===== src/rtl/uart_pkg.sv =====
// Definitions shared by the UART receiver and transmitter: frame state encoding,
// default bit timing and data width.
package uart_pkg;

    localparam int DEFAULT_CLKS_PER_BIT = 104;
    localparam int DATA_BITS            = 8;

    typedef enum logic [2:0] {
        ST_IDLE   = 3'd0,
        ST_START  = 3'd1,
        ST_DATA   = 3'd2,
        ST_PARITY = 3'd3,
        ST_STOP   = 3'd4,
        ST_BREAK  = 3'd5
    } uart_state_e;

    function automatic logic even_parity(input logic [DATA_BITS-1:0] d);
        return ^d;
    endfunction

endpackage


===== src/rtl/uart_if.sv =====
// Consumer-side byte handshake of the UART receiver: buffered byte, status flags, read strobe.
interface uart_if;
    import uart_pkg::*;

    logic                 rd;
    logic [DATA_BITS-1:0] data_out;
    logic                 rxne;
    logic                 frame_err;
    logic                 overrun;

    modport master (input rd, output data_out, output rxne, output frame_err, output overrun);
    modport slave  (output rd, input data_out, input rxne, input frame_err, input overrun);

endinterface


===== src/rtl/uart_rx_sync.sv =====
// Two-flop synchroniser for the asynchronous rx pad plus falling-edge detect on the
// synchronised line. All flops reset to the idle (high) level.
module uart_rx_sync (
    input  logic clk,
    input  logic rst,
    input  logic rx,
    output logic rxs,
    output logic fall
);

    logic meta_q;
    logic sync_q;
    logic prev_q;

    always_ff @(posedge clk) begin
        if (rst) begin
            meta_q <= 1'b1;
            sync_q <= 1'b1;
            prev_q <= 1'b1;
        end else begin
            meta_q <= rx;
            sync_q <= meta_q;
            prev_q <= sync_q;
        end
    end

    assign rxs  = sync_q;
    assign fall = prev_q & ~sync_q;

endmodule


===== src/rtl/uart_receiver.sv =====
// 8N1 UART receiver with mid-bit sampling and a one-byte receive buffer.
// Define UART_RX_PARITY_EN for 8E1 frames (even parity bit checked before stop).
//
//  state     | meaning
//  ----------+-------------------------------------------------------------
//  ST_IDLE   | line idle, waiting for a falling edge
//  ST_START  | half-bit wait, then confirm start bit is still low
//  ST_DATA   | sample 8 data bits at bit centres, LSB first
//  ST_PARITY | sample even-parity bit (parity build only)
//  ST_STOP   | sample stop bit; deliver byte or flag frame error
//  ST_BREAK  | line held low after a bad stop bit; wait for idle level
module uart_receiver
    import uart_pkg::*;
#(
    parameter int CLKS_PER_BIT = DEFAULT_CLKS_PER_BIT,
    parameter int CNT_W        = 16
) (
    input  logic   clk,
    input  logic   rst,
    input  logic   rx,
    uart_if.master bus
);

    localparam int                IDX_W    = $clog2(DATA_BITS);
    localparam logic [IDX_W-1:0]  LAST_IDX = IDX_W'(DATA_BITS - 1);
    localparam logic [CNT_W-1:0]  T_HALF   = CNT_W'(CLKS_PER_BIT / 2 - 1);
    localparam logic [CNT_W-1:0]  T_FULL   = CNT_W'(CLKS_PER_BIT - 1);

    logic                 rxs;
    logic                 fall;

    uart_state_e          state_q, state_d;
    logic [CNT_W-1:0]     timer_q, timer_d, timer_dec;
    logic [IDX_W-1:0]     bit_idx_q, bit_idx_d;
    logic [DATA_BITS-1:0] shreg_q, shreg_d;
    logic                 tick;
    logic                 deliver;
    logic                 ferr;

    logic [DATA_BITS-1:0] data_q;
    logic                 rxne_q;
    logic                 ferr_q;
    logic                 ovr_q;

`ifdef UART_RX_PARITY_EN
    logic                 perr_q, perr_d;
`endif

    uart_rx_sync u_sync (
        .clk  (clk),
        .rst  (rst),
        .rx   (rx),
        .rxs  (rxs),
        .fall (fall)
    );

    assign tick      = (timer_q == '0);
    assign timer_dec = timer_q - CNT_W'(1);

    always_ff @(posedge clk) begin
        if (rst) begin
            state_q   <= ST_IDLE;
            timer_q   <= '0;
            bit_idx_q <= '0;
            shreg_q   <= '0;
        end else begin
            state_q   <= state_d;
            timer_q   <= timer_d;
            bit_idx_q <= bit_idx_d;
            shreg_q   <= shreg_d;
        end
    end

`ifdef UART_RX_PARITY_EN
    always_ff @(posedge clk) begin
        if (rst) perr_q <= 1'b0;
        else     perr_q <= perr_d;
    end
`endif

    always_comb begin
        state_d   = state_q;
        timer_d   = timer_q;
        bit_idx_d = bit_idx_q;
        shreg_d   = shreg_q;
        deliver   = 1'b0;
        ferr      = 1'b0;
`ifdef UART_RX_PARITY_EN
        perr_d    = perr_q;
`endif
        case (state_q)
            ST_IDLE: begin
                if (fall) begin
                    state_d = ST_START;
                    timer_d = T_HALF;
                end
            end
            ST_START: begin
                if (!tick) begin
                    timer_d = timer_dec;
                end else if (rxs) begin
                    state_d = ST_IDLE;
                end else begin
                    state_d   = ST_DATA;
                    bit_idx_d = '0;
                    timer_d   = T_FULL;
                end
            end
            ST_DATA: begin
                if (!tick) begin
                    timer_d = timer_dec;
                end else begin
                    shreg_d   = {rxs, shreg_q[DATA_BITS-1:1]};
                    bit_idx_d = bit_idx_q + IDX_W'(1);
                    timer_d   = T_FULL;
                    if (bit_idx_q == LAST_IDX) begin
`ifdef UART_RX_PARITY_EN
                        state_d = ST_PARITY;
`else
                        state_d = ST_STOP;
`endif
                    end
                end
            end
`ifdef UART_RX_PARITY_EN
            ST_PARITY: begin
                if (!tick) begin
                    timer_d = timer_dec;
                end else begin
                    perr_d  = rxs ^ even_parity(shreg_q);
                    timer_d = T_FULL;
                    state_d = ST_STOP;
                end
            end
`endif
            ST_STOP: begin
                if (!tick) begin
                    timer_d = timer_dec;
                end else begin
                    // A bad parity with a good stop bit resyncs at once; a low stop bit means break.
`ifdef UART_RX_PARITY_EN
                    if (rxs && !perr_q) deliver = 1'b1;
`else
                    if (rxs) deliver = 1'b1;
`endif
                    else ferr = 1'b1;
                    state_d = rxs ? ST_IDLE : ST_BREAK;
                end
            end
            ST_BREAK: begin
                if (rxs) state_d = ST_IDLE;
            end
            default: state_d = ST_IDLE;
        endcase
    end

    // Receive buffer: the line is never stalled, so a full buffer drops the new byte.
    always_ff @(posedge clk) begin
        if (rst) begin
            data_q <= '0;
            rxne_q <= 1'b0;
            ferr_q <= 1'b0;
            ovr_q  <= 1'b0;
        end else begin
            ferr_q <= ferr;
            if (deliver) begin
                if (!rxne_q || bus.rd) data_q <= shreg_q;
                if (rxne_q && !bus.rd) ovr_q <= 1'b1;
                rxne_q <= 1'b1;
            end else if (bus.rd && rxne_q) begin
                rxne_q <= 1'b0;
                ovr_q  <= 1'b0;
            end
        end
    end

    assign bus.data_out  = data_q;
    assign bus.rxne      = rxne_q;
    assign bus.frame_err = ferr_q;
    assign bus.overrun   = ovr_q;

endmodule


===== src/flat_wrapper.sv =====
// flat-port wrapper written by rule: the top's interface ports become plain ports
module uart_receiver_flat import uart_pkg::*;
#(
    parameter int CLKS_PER_BIT = DEFAULT_CLKS_PER_BIT,
    parameter int CNT_W        = 16
)
  (clk, rst, rx, bus_rd, bus_data_out, bus_rxne, bus_frame_err, bus_overrun);
  uart_if bus_i ();
  input  logic clk;
  input  logic rst;
  input  logic rx;
  input wire logic [$bits(bus_i.rd)-1:0] bus_rd;
  output wire logic [$bits(bus_i.data_out)-1:0] bus_data_out;
  output wire logic [$bits(bus_i.rxne)-1:0] bus_rxne;
  output wire logic [$bits(bus_i.frame_err)-1:0] bus_frame_err;
  output wire logic [$bits(bus_i.overrun)-1:0] bus_overrun;
  assign bus_i.rd = bus_rd;
  assign bus_data_out = bus_i.data_out;
  assign bus_rxne = bus_i.rxne;
  assign bus_frame_err = bus_i.frame_err;
  assign bus_overrun = bus_i.overrun;
  uart_receiver #(.CLKS_PER_BIT(CLKS_PER_BIT), .CNT_W(CNT_W)) u_core (.clk(clk), .rst(rst), .rx(rx), .bus(bus_i));
endmodule

===== config.mk =====
export PLATFORM = sky130hd
export DESIGN_NAME = uart_receiver_flat
export DESIGN_NICKNAME = d
export VERILOG_FILES = /design/src/rtl/uart_pkg.sv /design/src/rtl/uart_if.sv /design/src/rtl/uart_rx_sync.sv /design/src/rtl/uart_receiver.sv /design/src/flat_wrapper.sv
export SDC_FILE = /design/constraint.sdc
export NUM_CORES = 1
export LEC_CHECK = 0
export ABC_AREA = 1
export CAP_MARGIN = 0
export CORE_MARGIN = 10
export CORE_UTILIZATION = 30
export DETAILED_ROUTE_END_ITERATION = 8
export GPL_TIMING_DRIVEN = 1
export MAX_ROUTING_LAYER = met4
export PLACE_DENSITY = 0.49
export SYNTH_ARGS = -nofsm -noshare
export SYNTH_HDL_FRONTEND = slang
export SYNTH_SLANG_ARGS = --single-unit

===== constraint.sdc =====
create_clock -name clk -period 4.74 [get_ports clk]
set_input_delay 0.948 -clock clk [delete_from_list [all_inputs] [get_ports clk]]
set_output_delay 0.948 -clock clk [all_outputs]
set_load 0.02 [all_outputs]

== Yosys cells after proc, flatten, opt, wreduce, memory -nomap -nowiden ==
Index checks and enable logic that the tools add are counted.

* $add $sub $neg: 2
* Eq/ne operators: 15
* Muxes and demuxes: 27
* Bitwise logic cells: 4
* Reductions and logical operators: 17

{| class="wikitable"
|+ Operator list
! cell !! number
|-
| 16-bit two-way mux || 5
|-
| 16-bit case mux with 4 select lines || 1
|-
| 3-bit two-way mux || 10
|-
| 16-bit zero test || 1
|-
| 16-bit by 1-bit subtractor with 16-bit output, second input constant || 1
|-
| 3-bit case mux with 5 select lines || 1
|-
| 2-bit by 1-bit != test with 1-bit output, second input constant || 5
|-
| 3-bit == test, second input constant || 3
|-
| 1-bit two-way mux || 8
|-
| 2-bit != test, second input constant || 4
|-
| 4-bit AND reduction || 2
|-
| 3-bit case mux with 2 select lines || 1
|-
| 2-bit AND reduction || 3
|-
| 6-bit AND reduction || 1
|-
| 2-bit nonzero test || 2
|-
| 4-bit nonzero test || 1
|-
| 3-bit by 1-bit adder with 3-bit output, second input constant || 1
|-
| 3-bit by 1-bit == test with 1-bit output, second input constant || 1
|-
| 3-bit by 2-bit == test with 1-bit output, second input constant || 1
|-
| 3-bit zero test || 1
|-
| 3-bit != test, second input constant || 1
|-
| 1-bit NOT || 3
|-
| 3-bit OR reduction || 1
|-
| 1-bit logical AND || 2
|-
| other kinds (4) || 5
|}

* Register bits after elaboration: 44
* Bits of input ports: 4
* Output and inout port bits: 11
* Word-level logic and storage cells: 76

== Longest topological paths before layout ==
Gate-level depths: netlist of the first run.

* Depth in word-level cells: 5
* Gate-level depth with buffers: 12
* Depth with buffers taken out: 11

== Modules after synthesis ==
A second synthesis of the first run with hierarchy kept.

* Cell total of the unflattened synthesis: 316
* Area, all modules: 2173.3 um2

{| class="wikitable"
|+ Modules (own cells, without submodules)
! module !! times used !! cells an instance !! area an instance (um2) !! sequential area each (um2)
|-
| uart_receiver || 1 || 304 || 2079.5 || 820.8
|-
| uart_rx_sync || 1 || 12 || 93.8 || 60.1
|}

== Worst setup path after synthesis of the first run ==
Ideal clock, no wire load.

* Kind: register to register
* From: register u_core.timer_q[0]
* To: register u_core.data_q[0], in the netlist u_core.bus.data_out[0]
* Arrival time: 1.475 ns
* Path slack: 3.149 ns
* Stages on the path, launching flop included: 12
* Period minus slack after synthesis: 1.591 ns
* Cell sequence: dfxtp_1 inv_1 ha_1 nand2_1 nor2_1 nand2_2 nor2_8 nand3_4 nor2_4 inv_2 nor2_1 nor2_1

* Longest elaborated chain between the ends: 4

{| class="wikitable"
|+ Ends and longest elaborated chain
! element !! RTL line !! text
|-
| from (decl) || uart_receiver.sv:33 || <nowiki>logic [CNT_W-1:0] timer_q, timer_d, timer_dec;</nowiki>
|-
| from (signal assigned) || uart_receiver.sv:68 || <nowiki>timer_q <= timer_d;</nowiki>
|-
| 16-bit zero test || uart_receiver.sv:57 || <nowiki>assign tick = (timer_q == '0);</nowiki>
|-
| 1-bit two-way mux || uart_receiver.sv:137 || <nowiki>if (!tick) begin</nowiki>
|-
| 1-bit two-way mux || uart_receiver.sv:91 || <nowiki>case (state_q)</nowiki>
|-
| 2-bit AND reduction (no line) || - ||
|-
| to (signal assigned) || uart_receiver.sv:167 || <nowiki>if (!rxne_q || bus.rd) data_q <= shreg_q;</nowiki>
|-
| to (decl) || uart_receiver.sv:40 || <nowiki>logic [DATA_BITS-1:0] data_q;</nowiki>
|}

No other way between the ends.
A chain may end at the register's enable or synchronous reset.

==> qor.csv, run 1 <==
stage,metric,value,unit
synth,synth.yosys.seq_area_share,0.398,
cts,clkTransAtPathRegs,0.08,ns
power,ir_drop,0.000164,V
timing,hold_viol_final,0,
timing,finalMaxSlewViolations,0,
timing,slew_headroom,0.508,
power,switching_share,0.424,
final_layout,fin_nets,347,
global_route,grt_antenna_before_repair,0,
final_layout,drive_above_1_share,0.0850,
timing,fin_tns_setup,0,ns
floorplan,die_h,106,µm
floorplan,top_level_ports,15,
critical_path,critical_path_required,4.97,ns
cts,ctsLongestPathBuffers,2,
cts,cts_tree,done,
cts,numCtsBuffers,5,
timing,fin_ws,2.23,ns
critical_path,critical-path-max-stage-delay,0.71,ns
route,drtIter0Drc,73,
global_route,top_usage_layer,met2,
power,power.switching,0.557,mW
synth,yosysTopAreaCell,dfxtp_1,
synth,syn_area,2210,µm²
route,drtPass1Iterations,4,
synth,yosys.cell_types.count,31,
synth,syn_area_per_cell,6.79,µm²
power,clkPwrFrac,0.234,
global_route,use_met2,0.152,
final_layout,n_antenna_cell,0,
critical_path,cp_top_family,buffers and inverters,
power,leakagePower,1.17,nW
power,p_int,0.757,mW
route,drc_errors,0,
floorplan,coreArea,7210,µm²
critical_path,start_kind,primary input,
place,dpl.hpwl,3640,µm
synth,ys_top_cells_by_area,"dfxtp_1 40%, nand2_1 12%, nor2_1 11%",
global_route,grt_max_degree,28,
floorplan,die_area,11200,µm²
critical_path,crit_fanout,27,
route,ant_nets,0,
timing,fin_worst_skew,0.0152,ns
flow_run,maxCapViolCount,0,
outcome,outcome,"finished, final reports clean",
timing,period_needed,2.51,ns
synth,yosys_warnings,0,
route,viasPerCell,4.51,
cts,worst_skew_pair.late_latency,0.30,ns
power,pwr-share-comb,0.435,
global_route,grt_pass1_vias,1886,
floorplan,die_x,106,µm
timing,fin_crit_sh,0.529,
place,port_buffers,14,
cts,cts.htree.levels,2,
timing,max_slew.worst_pin.slew,0.737,ns
synth,synth_fp_nets,333,
synth,synth-seq-cells,44,
timing,finalSetupViolations,0,
synth,synth_top_area_share,0.398,
synth,synth_edf_count,0,
synth,syn_inst,326,
timing,fmax,0.399,GHz
power,cellPowerDensity,515,nW/µm²
cts,cts_num_sinks,44,
synth,synthTopCellsByCount,"68 x nand2_1, 67 x nor2_1, 44 x dfxtp_1",
synth,yosysMostFrequentCell,nand2_1,
critical_path,arrival,2.73,ns
synth,async_reset_ff_frac,0,
critical_path,end_kind,flip-flop,
power,totalPowerFinal,1.31,mW
critical_path,cp_slowest_cell,clkdlybuf4s50_1,
place,finalWeightedCongestion,0.805,
final_layout,syn2layout_area_growth,15.3,%
global_route,grt_util_all_layers,0.0966,
cts,cts_setup_buffers,0,
min_path,min_path_type,flip-flop to flip-flop,
synth,synth_ff_type,dfxtp_1,
route,vias,1984,
power,power.share.sequential,0.331,
global_route,grt_pass1_wl,8900,µm
place,dp_slack,1.86,ns
cts,postCtsHoldBufs,0,
global_route,grt-ovfl-total,0,
floorplan,start_util,0.307,
route,routed_wl,5060,µm
critical_path,cp_cell_sequence,"clkdlybuf4s50_1, inv_1, nand2_1, a21oi_1",
floorplan,rows,31,
cts,root_buffer,clkbuf_8,
route,wl_per_cell,11.5,µm
critical_path,crit_type,primary input to flip-flop,
cts,cts_resized,0,
global_route,grt_util_met1,0.121,
critical_path,path_buf_inv,2,
global_route,met3_usage,0.0211,
timing,rsz0062_at_grt,false,
[flip-flops by register name, indices dropped and copies added, names as in the netlist]
register              count
u_core.bus.data_out       8
u_core.u_sync.meta_q      1
u_core.bus.frame_err      1
u_core.shreg_q            8
u_core.bit_idx_q          3
u_core.bus.rxne           1
u_core.timer_q           16
u_core.bus.overrun        1
u_core.u_sync.prev_q      1
u_core.u_sync.rxs         1
u_core.state_q            3
[metrics by stage]
stage	area (µm²)	std cells	hold WS, ns	util
after floorplan	2210	326	0.389	-
after global placement	2430	432	0.392	0.337
after detailed placement	2430	432	0.395	0.337
after CTS	2550	440	0.415	0.354
after global routing	2550	440	0.429	0.354
final	2550	440	0.412	0.354
[area by class of cell]
cell class | count | area, µm²
Clock buffer | 6 | 82.6
Inverter | 37 | 140
Clock inverter | 2 | 38.8
Tap cell | 99 | 124
Fill cell | 819 | 4660
Timing Repair Buffer | 14 | 140
Multi-Input combinational cell | 238 | 1150
Sequential cell | 44 | 881
[routing by layer]
metal / wire length, µm / share of wire
met1: 2530 / 0.50
met2: 2350 / 0.46
met3: 114 / 0.023
met4: 68 / 0.013
met5: 0 / 0
[power by group through the flow]
stage,clock [mW],sequential [mW],combinational [mW]
2_1_floorplan,0,0.435,0.479
3_3_place_gp,0,0.443,0.576
3_5_place_dp,0,0.444,0.573
4_1_cts,0.321,0.435,0.576
5_1_grt,0.335,0.440,0.658
6_report,0.308,0.435,0.571
[final timing paths]
kind / endpoint / slack [ns] / cells after the start / startpoint
worst min register to register: u_core.u_sync.rxs$_SDFF_PP1_ / 0.41 / 1 / u_core.u_sync.meta_q$_SDFF_PP1_
worst max register to register: u_core.shreg_q[3]$_SDFFE_PP0P_ / 2.69 / 9 / u_core.timer_q[0]$_SDFFE_PP0P_
worst min-delay path: u_core.u_sync.rxs$_SDFF_PP1_ / 0.41 / 1 / u_core.u_sync.meta_q$_SDFF_PP1_
worst max-delay path: u_core.timer_q[10]$_SDFFE_PP0P_ / 2.23 / 4 / rst
[layout by cell type (no fill, tap or decap), drive strengths merged]
cell type / n
a21oi: 23
o21a: 1
nor2: 71
nand3: 22
xor2: 2
clkbuf: 6
clkinv: 2
or2: 3
o21ai: 22
dfxtp: 44
o21bai: 1
nand2: 74
o211a: 1
o211ai: 1
clkdlybuf4s50: 14
inv: 36
a31oi: 4
nand4: 7
ha: 3
bufinv: 1
nor3: 3
[logic make-up (layout without fill, tap and decap cells)]
kind of cell / after synthesis / count (layout) / share of synthesized area
AND/OR/NAND/NOR: 180 / 180 / 0.358
buffers and inverters: 44 / 59 / 0.0842
adder cells (fa/ha/maj): 3 / 3 / 0.0170
XOR/XNOR: 2 / 2 / 0.00792
AO/OA/AOI/OAI: 53 / 53 / 0.135
flip-flops: 44 / 44 / 0.398
Power figures use the tool's default switching activity.
==> run 2: changes to the inputs <==
Settings changed: PLACE_DENSITY 0.49 to 0.51.
Clock period 4.74 ns to 2.1 ns, I/O delays scaled along.
==> qor.csv, run 2 (synthesis results as in run 1) <==
stage,metric,value,unit,change
route,wl_per_cell,11.5,µm,about the same
cts,worst_skew_pair.late_latency,0.31,ns,was 0.30 ns
final_layout,top_register,u_core.timer_q,,unchanged
timing,hold_viol_final,0,,unchanged
timing,period_needed,1.86,ns,
final_layout,n_antenna_cell,0,,unchanged
cts,numCtsBuffers,5,,unchanged
route,drc_errors,0,,unchanged
floorplan,coreArea,7210,µm²,unchanged
timing,slew_headroom,0.707,,was 0.508
cts,cts_tree,done,,unchanged
critical_path,end_kind,flip-flop,,unchanged
floorplan,die_h,106,µm,unchanged
final_layout,regArea,881,µm²,unchanged
critical_path,path_common_cell,nor2_1,,
cts,cts_resized,0,,unchanged
global_route,grt_util_all_layers,0.0980,,was 0.0966
global_route,top_usage_layer,met2,,unchanged
timing,fin_worst_skew,0.0135,ns,was 0.0152 ns
timing,rsz0062_at_grt,false,,unchanged
critical_path,path_buf_inv,2,,unchanged
route,drtIter0Drc,100,,was 73
timing,finalSetupViolations,0,,unchanged
global_route,grt_util_met1,0.117,,was 0.121
critical_path,arrival,2.06,ns,was 2.73 ns
power,cellPowerDensity,1120,nW/µm²,was 515 nW/µm²
timing,finalMaxSlewViolations,0,,unchanged
floorplan,start_util,0.307,,unchanged
cts,clkTransAtPathRegs,0.09,ns,was 0.08 ns
final_layout,fillerInstances,801,,was 819
global_route,grt-ovfl-total,0,,unchanged
final_layout,final_common_cell,nand2_1,,unchanged
power,ir_drop,0.000393,V,was 0.000164 V
timing,fin_ws,0.238,ns,was 2.23 ns
cts,postCtsHoldBufs,0,,unchanged
critical_path,cp_cell_sequence,"inv_1, ha_1, nand2_1, nor2_1, nand2_2, nor2_8, nand3_4, nor2_4, inv_2, nor2_1, nor2_1",,"was clkdlybuf4s50_1, inv_1, nand2_1, a21oi_1"
final_layout,final_cell_mix,"68 x nand2_1, 67 x nor2_1, 44 x dfxtp_1",,unchanged
place,finalWeightedCongestion,0.781,,was 0.805
route,vias,2051,,was 1984
place,dp_slack,0.224,ns,was 1.86 ns
final_layout,drive_above_1_share,0.0957,,was 0.0850
cts,ctsLongestPathBuffers,2,,unchanged
outcome,outcome,"finished, final reports clean",,unchanged
power,leakagePower,1.18,nW,was 1.17 nW
critical_path,crit_fanout,9,,was 27
floorplan,die_area,11200,µm²,unchanged
final_layout,fin_util,0.354,,about the same
floorplan,top_level_ports,15,,unchanged
final_layout,largest_reg_flops,16,,unchanged
floorplan,die_x,106,µm,unchanged
final_layout,syn2layout_area_growth,15.5,%,was 15.3%
critical_path,cp_top_family,simple AND/OR/NAND/NOR gates,,was buffers and inverters
critical_path,critical-path-max-stage-delay,0.31,ns,was 0.71 ns
critical_path,critical_path_required,2.29,ns,was 4.97 ns
floorplan,rows,31,,unchanged
route,ant_nets,0,,unchanged
critical_path,crit_type,flip-flop to flip-flop,,was primary input to flip-flop
place,port_buffers,14,,unchanged
flow_run,maxCapViolCount,0,,unchanged
cts,cts_num_sinks,44,,unchanged
route,viasPerCell,4.62,,was 4.51
global_route,grt_max_degree,28,,unchanged
timing,fmax,0.537,GHz,
timing,max_slew.worst_pin.slew,0.437,ns,was 0.737 ns
critical_path,cp_slowest_cell,dfxtp_1,,was clkdlybuf4s50_1
final_layout,fin_nets,351,,was 347
global_route,grt_pass1_vias,1955,,was 1886
route,routed_wl,5090,µm,was 5060 µm
global_route,grt_antenna_before_repair,0,,unchanged
cts,cts.htree.levels,2,,unchanged
final_layout,multi_input_area,1150,µm²,unchanged
global_route,met3_usage,0.0278,,was 0.0211
place,dpl.hpwl,3660,µm,was 3640 µm
timing,fin_tns_setup,0,ns,unchanged
cts,root_buffer,clkbuf_8,,unchanged
cts,cts_setup_buffers,0,,unchanged
timing,fin_crit_sh,0.887,,
global_route,use_met2,0.152,,about the same
route,drtPass1Iterations,5,,was 4
global_route,grt_pass1_wl,8910,µm,was 8900 µm
min_path,min_path_type,flip-flop to flip-flop,,unchanged
critical_path,start_kind,flip-flop,,was primary input
==> run 2: cell types whose count changed in the layout (fill, tap and decap cells not counted) <==
| cell | change |
|---|---|
| buf_4 | +4 |
| inv_6 | +2 |
| bufinv_16 | -1 |
| clkbuf_8 | -1 |
==> run 2: path summary, 6_finish.rpt <==
path / start / end / slack (ns) / depth (start not counted)
worst min register to register: u_core.u_sync.meta_q$_SDFF_PP1_ / u_core.u_sync.rxs$_SDFF_PP1_ / 0.41 / 1
worst max register to register: u_core.timer_q[0]$_SDFFE_PP0P_ / u_core.bus.data_out[7]$_SDFFE_PP0P_ / 0.24 / 11
worst min-delay path: u_core.u_sync.meta_q$_SDFF_PP1_ / u_core.u_sync.rxs$_SDFF_PP1_ / 0.41 / 1
worst max-delay path: u_core.timer_q[0]$_SDFFE_PP0P_ / u_core.bus.data_out[7]$_SDFFE_PP0P_ / 0.24 / 11
==> run 2: power breakdown <==
group	leakage, nW	internal, mW	switching [mW]
logic	0.773	0.416	0.891
clock network	0.0491	0.245	0.332
registers	0.357	0.913	0.0681
==> run 2: cell type report <==
type	instances	share of cell area
timing repair buffer	18	0.0666
sequential	44	0.345
multi-input combinational	238	0.448
inverter	37	0.0548
clock inverter	3	0.0103
tap	99	0.0485
clock buffer	5	0.0269
==> run 2: per-stage QoR <==
step	std cells	cell area [µm²]	power, mW	hold WS (ns)
3_3_place_gp	436	2460	2.30	0.392
6_report	444	2560	2.87	0.413
2_1_floorplan	326	2210	2.06	0.389
3_5_place_dp	436	2460	2.30	0.394
5_1_grt	444	2560	3.13	0.418
4_1_cts	444	2560	2.90	0.416
==> run 2: routing by layer <==
metal	vias to the layer above	wire (µm)
met5	-	0
met4	0	53
met3	4	165
met2	28	2460
met1	940	2410
li1	1079	-
==> patch 1: new RTL, settings of run 2 <==
Register the input `rx` before use, cleared by the reset. The logic sees it one clock later. The other inputs are not delayed to match.
--- a/src/rtl/uart_receiver.sv
+++ b/src/rtl/uart_receiver.sv
@@ -26,6 +26,16 @@
     localparam logic [CNT_W-1:0]  T_HALF   = CNT_W'(CLKS_PER_BIT / 2 - 1);
     localparam logic [CNT_W-1:0]  T_FULL   = CNT_W'(CLKS_PER_BIT - 1);
 
+    logic rx_q;
+
+    always_ff @(posedge clk) begin
+        if (rst) begin
+            rx_q <= '0;
+        end else begin
+            rx_q <= rx;
+        end
+    end
+
     logic                 rxs;
     logic                 fall;
 
@@ -49,7 +59,7 @@
     uart_rx_sync u_sync (
         .clk  (clk),
         .rst  (rst),
-        .rx   (rx),
+        .rx   (rx_q),
         .rxs  (rxs),
         .fall (fall)
     );
Check against the original RTL: no difference found for any inputs over 10 cycles, from zero or initial values and one cycle with rst high; that may be too few to reach the edited logic, so the function may still have changed.
==> patch 1 against run 2 <==
Setup slack improved by 0.036 ns. Wire length decreased by 6.0%. Power increased by 42%. Sequential share of layout area increased by 0.44 points. Hold slack got worse by 0.0032 ns. Synthesized area increased by 1.6%. Final area increased by 0.98%. Final cell count decreased by 1.4%. Sequential cell count increased by 1. First-iteration DRC count decreased by 16%. Critical endpoint is now u_core.shreg_q[1].
==> patch 1: results (changes against run 2) <==
stage	metric	value	unit	change
cells_and_area	largest_register_ff_count	16		unchanged
status	status	complete, no violations		
cells_and_area	antenna_cells	0		unchanged
detailed_routing	vias_per_cell	4.40		-4.7%
detailed_routing	wire_per_inst	10.9	um	-4.7%
grt	antenna_found_initial	0		unchanged
timing	finalHoldViolations	0		unchanged
synth	yosys.cell_types.count	31		unchanged
placement	dp_hpwl	3.48	mm	-5.1%
cts	numCtsBuffers	5		unchanged
synth	seq_area_frac_synth	0.400		+0.00248
cells_and_area	fillers	775		-3.2%
cells_and_area	fin_nets	345		-1.7%
synth	synth_commonest_cells	nand2_1, nor2_1, dfxtp_1		
synth	synthArstFlopShare	0		unchanged
pwr	p_leak	1.06	nW	-9.7%
timing	slew_headroom	0.660		-0.0477
cts	htreeDepth	2		unchanged
grt	grt_util_all_layers	0.0888		-0.00928
placement	routabilityCongestion	0.786		+0.59%
placement	place_inst	430		-1.4%
synth	synthTopCellsByArea	dfxtp_1, nand2_1, nor2_1		
critical_path	critPathTopFamily	simple AND/OR/NAND/NOR gates		
critical_path	cp.arrival	2.00	ns	-0.06 ns
timing	skew	0.0124	ns	-0.00101 ns
cts	cts_resized	0		unchanged
cells_and_area	instances_no_fill	438		-1.4%
synth	yosysWarningCount	0		unchanged
synth	ys.flop_type	dfxtp_1		
cts	clkTransAtPathRegs	0.09	ns	about the same
detailed_routing	drtPass1Iterations	4		-1
synth	synth_fp_nets	328		-1.5%
pwr	vdd_ir_drop_max	603	uV	+54%
synth	synth_cells	321		-1.5%
grt	grt_pass1_wl	8.27	mm	-7.2%
grt	grt_pass1_vias	1804		-7.7%
critical_path	crit_path_max_fanout	16		+7
cells_and_area	drive_gt1_frac	0.112		+0.0164
critical_path	slowest_delay	0.38	ns	+0.07 ns
detailed_routing	drt_iter0_drc	84		-16%
critical_path	critPathSlowestCell	nand3_1		
## patch 1: changes by cell type in the layout (fill, tap and decap cells not counted), sizes merged, moves of 3 or more
cell / delta
clkinvlp: +3
nand3: +3
nand2: -3
inv: +3
nor2: -3
a31oi: -4
## patch 1: power by group
group	total, mW	internal (mW)	switching (mW)
Combinational	2.29	0.775	1.51
Sequential	1.23	1.06	0.174
Clock	0.550	0.234	0.316
## patch 1: cell type report
| type | count | area (sq um) | area share |
|---|---|---|---|
| Inverter | 41 | 154 | 0.0596 |
| Sequential cell | 45 | 901 | 0.349 |
| Timing Repair Buffer | 16 | 155 | 0.0601 |
| Clock inverter | 3 | 22.5 | 0.00873 |
| Clock buffer | 5 | 68.8 | 0.0267 |
| Tap cell | 99 | 124 | 0.0480 |
| Multi-Input combinational cell | 229 | 1160 | 0.448 |
## patch 1: cell families after synthesis
logic type      count (synthesis)  share of synthesized area
simple gates                  178                      0.382
buf+inv                        47                     0.0856
flops                          45                      0.400
compound gates                 44                      0.100
xor+xnor                        4                     0.0156
fa+ha+maj                       3                     0.0167
## patch 1: worst paths after layout
| path | startpoint | endpoint | slack (ns) | depth (start not counted) |
|---|---|---|---|---|
| hold reg to reg | u_core.u_sync.meta_q | u_core.u_sync.rxs | 0.41 | 1 |
| hold / removal | u_core.u_sync.meta_q | u_core.u_sync.rxs | 0.41 | 1 |
| setup reg to reg | u_core.timer_q[0] | u_core.shreg_q[1] | 0.27 | 7 |
| setup / recovery | u_core.timer_q[0] | u_core.shreg_q[1] | 0.27 | 7 |
## patch 1: per-stage QoR
stage                     hold WS, ns  power (mW)  cell area [sq um]  setup WS [ns]
after global routing            0.442        4.48               2580         0.0360
after global placement          0.397        3.55               2490          0.368
after detailed placement        0.402        3.55               2490          0.281
final                           0.410        4.07               2580          0.274
after CTS                       0.419        4.12               2580          0.282
after floorplan                 0.389        3.11               2250          0.549
## patch 1: per-layer routing
metal | up-vias | wire, um | GRT usage
li1 | 1053 | - | -
met4 | 0 | 40 | 0.0232
met1 | 842 | 2400 | 0.106
met2 | 29 | 2170 | 0.145
met5 | - | 0 | -
met3 | 4 | 175 | 0.0240
==> patch 2: new RTL, flow settings as in run 2 <==
Made on the original files. `CNT_W` is set to 16 in 2 places; all go to 32.
--- a/src/rtl/uart_receiver.sv
+++ b/src/rtl/uart_receiver.sv
@@ -13,7 +13,7 @@
     import uart_pkg::*;
 #(
     parameter int CLKS_PER_BIT = DEFAULT_CLKS_PER_BIT,
-    parameter int CNT_W        = 16
+    parameter int CNT_W        = 32
 ) (
     input  logic   clk,
     input  logic   rst,
--- a/src/flat_wrapper.sv
+++ b/src/flat_wrapper.sv
@@ -2,7 +2,7 @@
 module uart_receiver_flat import uart_pkg::*;
 #(
     parameter int CLKS_PER_BIT = DEFAULT_CLKS_PER_BIT,
-    parameter int CNT_W        = 16
+    parameter int CNT_W        = 32
 )
   (clk, rst, rx, bus_rd, bus_data_out, bus_rxne, bus_frame_err, bus_overrun);
   uart_if bus_i ();
Check against the original RTL: same outputs for any inputs over 10 cycles, from zero or initial values and one cycle with rst high; that may be too few to reach the edited logic, so the function may still have changed.
==> patch 2 against run 2 <==
Synthesized area grew 57%. Die area grew 46%. Critical path type unchanged. Sequential cell count grew 16. Sequential share of layout area shrank 5.1 points. Setup slack lost 0.050 ns. Critical endpoint is now u_core.timer_q[8]. Wire length grew 73%. Highest routed layer unchanged. Final area grew 60%.
Power is not shown: default switching activity piles up to over one toggle a cycle in this logic, so the estimate is an artifact.
==> patch 2: results (changes against run 2) <==
stage	metric	value	unit	change
status	status	complete, no violations		
grt	grt_pass1_wl	15.7	mm	+76%
cts	numCtsBuffers	9		+4
cells_and_area	largest_register_ff_count	32		+16
timing	max_freq	523	MHz	-2.6%
placement	pre_cts_ws	0.126	ns	-0.0979 ns
cells_and_area	fillers	1241		+55%
synth	seq_area_frac_synth	0.345		-0.0534
synth	synth_fp_nets	544		+63%
detailed_routing	wire_per_inst	12.5	um	+8.7%
cells_and_area	fin_nets	564		+61%
critical_path	crit_path_max_fanout	10		+1
placement	routabilityCongestion	0.911		+17%
critical_path	crit_end	u_core.timer_q[8]		
timing	slew_headroom	0.727		+0.0193
grt	grt_pass1_vias	3281		+68%
detailed_routing	drt_iter0_drc	159		+59%
timing	finalHoldViolations	0		unchanged
synth	synthTopCellsByArea	dfxtp_1, nand2_1, nor2_1		
grt	grt_util_all_layers	0.121		+0.0225
detailed_routing	drtPass1Iterations	4		-1
timing	skew	0.00485	ns	-0.00861 ns
detailed_routing	vias	3211		+57%
cts	clk_latency	0.33	ns	+0.02 ns
synth	synth_commonest_cells	nand2_1, nor2_1, inv_1		
cts	root_buffer	clkbuf_16		
cells_and_area	drive_gt1_frac	0.110		+0.0147
critical_path	rrSetupSlack	0.19	ns	-0.05 ns
critical_path	rr_worst_depth	13		+2
critical_path	cp.arrival	2.14	ns	+0.08 ns
synth	ys.flop_type	dfxtp_1		
synth	yosys.cell_types.count	39		+26%
synth	synthArstFlopShare	0		unchanged
placement	dp_hpwl	6.61	mm	+80%
cts	clkTransAtPathRegs	0.06	ns	-0.03 ns
cts	cts_setup_buffers	0		unchanged
[patch 2: cell count changes after synthesis, moves of 8 or more]
cell     delta
dfxtp_1    +16
nand3_1    +25
nor3_1      +8
nor2_1     +47
inv_1      +31
nand2_1    +55
[patch 2: routing by layer]
layer | global-route usage | vias to the layer above | routed length [um] | part of all wire
met2 | 0.186 | 45 | 3880 | 0.44
li1 | - | 1725 | - | -
met4 | 0.0437 | 0 | 159 | 0.018
met3 | 0.0314 | 14 | 263 | 0.030
met5 | - | - | 0 | 0
met1 | 0.148 | 1427 | 4480 | 0.51
[patch 2: worst min path at each step]
stage                               startpoint                 to  slack [ns]  cells past startpoint
after floorplan           u_core.u_sync.meta_q  u_core.u_sync.rxs        0.39                      1
final                     u_core.u_sync.meta_q  u_core.u_sync.rxs        0.41                      1
after global routing      u_core.u_sync.meta_q  u_core.u_sync.rxs        0.43                      1
after detailed placement  u_core.u_sync.meta_q  u_core.u_sync.rxs        0.40                      1
after global placement    u_core.u_sync.meta_q  u_core.u_sync.rxs        0.40                      1
after CTS                 u_core.u_sync.meta_q  u_core.u_sync.rxs        0.41                      1
[patch 2: what timing repair did]
item	4_1_cts	5_1_grt
resized for setup	0	1
setup endpoints to repair	0	14
endpoints found under the hold margin	0	0
[patch 2: logic make-up after synthesis]
family,after synthesis,share of synthesized area
adder cells (fa/ha/maj),3,0.0108
XOR/XNOR,5,0.0126
AND/OR/NAND/NOR,342,0.453
buffers and inverters,82,0.105
AO/OA/AOI/OAI,45,0.0743
flip-flops,60,0.345
[patch 2: layout make-up]
class | instances | area share
Sequential cell | 60 | 0.294
Timing Repair Buffer | 22 | 0.0521
Clock buffer | 11 | 0.0594
Clock inverter | 5 | 0.0150
Tap cell | 143 | 0.0438
Inverter | 69 | 0.0640
Multi-Input combinational cell | 395 | 0.472
[patch 2: stage by stage]
| stage | hold WS (ns) | cells | util | area [sq um] |
|---|---|---|---|---|
| floorplan | 0.389 | 537 | - | 3490 |
| global placement | 0.397 | 689 | 0.330 | 3770 |
| detailed placement | 0.400 | 689 | 0.330 | 3770 |
| CTS | 0.414 | 705 | 0.357 | 4080 |
| global route | 0.428 | 705 | 0.358 | 4090 |
| finish | 0.410 | 705 | 0.358 | 4090 |
[patch 2: worst max-delay path: cells and delay by family (launching register included)]
| family | cells | cell delay (ns) |
|---|---|---|
| adder cells (fa/ha/maj) | 1 | 0.21 |
| buffers and inverters | 3 | 0.18 |
| flip-flops | 1 | 0.33 |
| AND/OR/NAND/NOR | 9 | 1.08 |
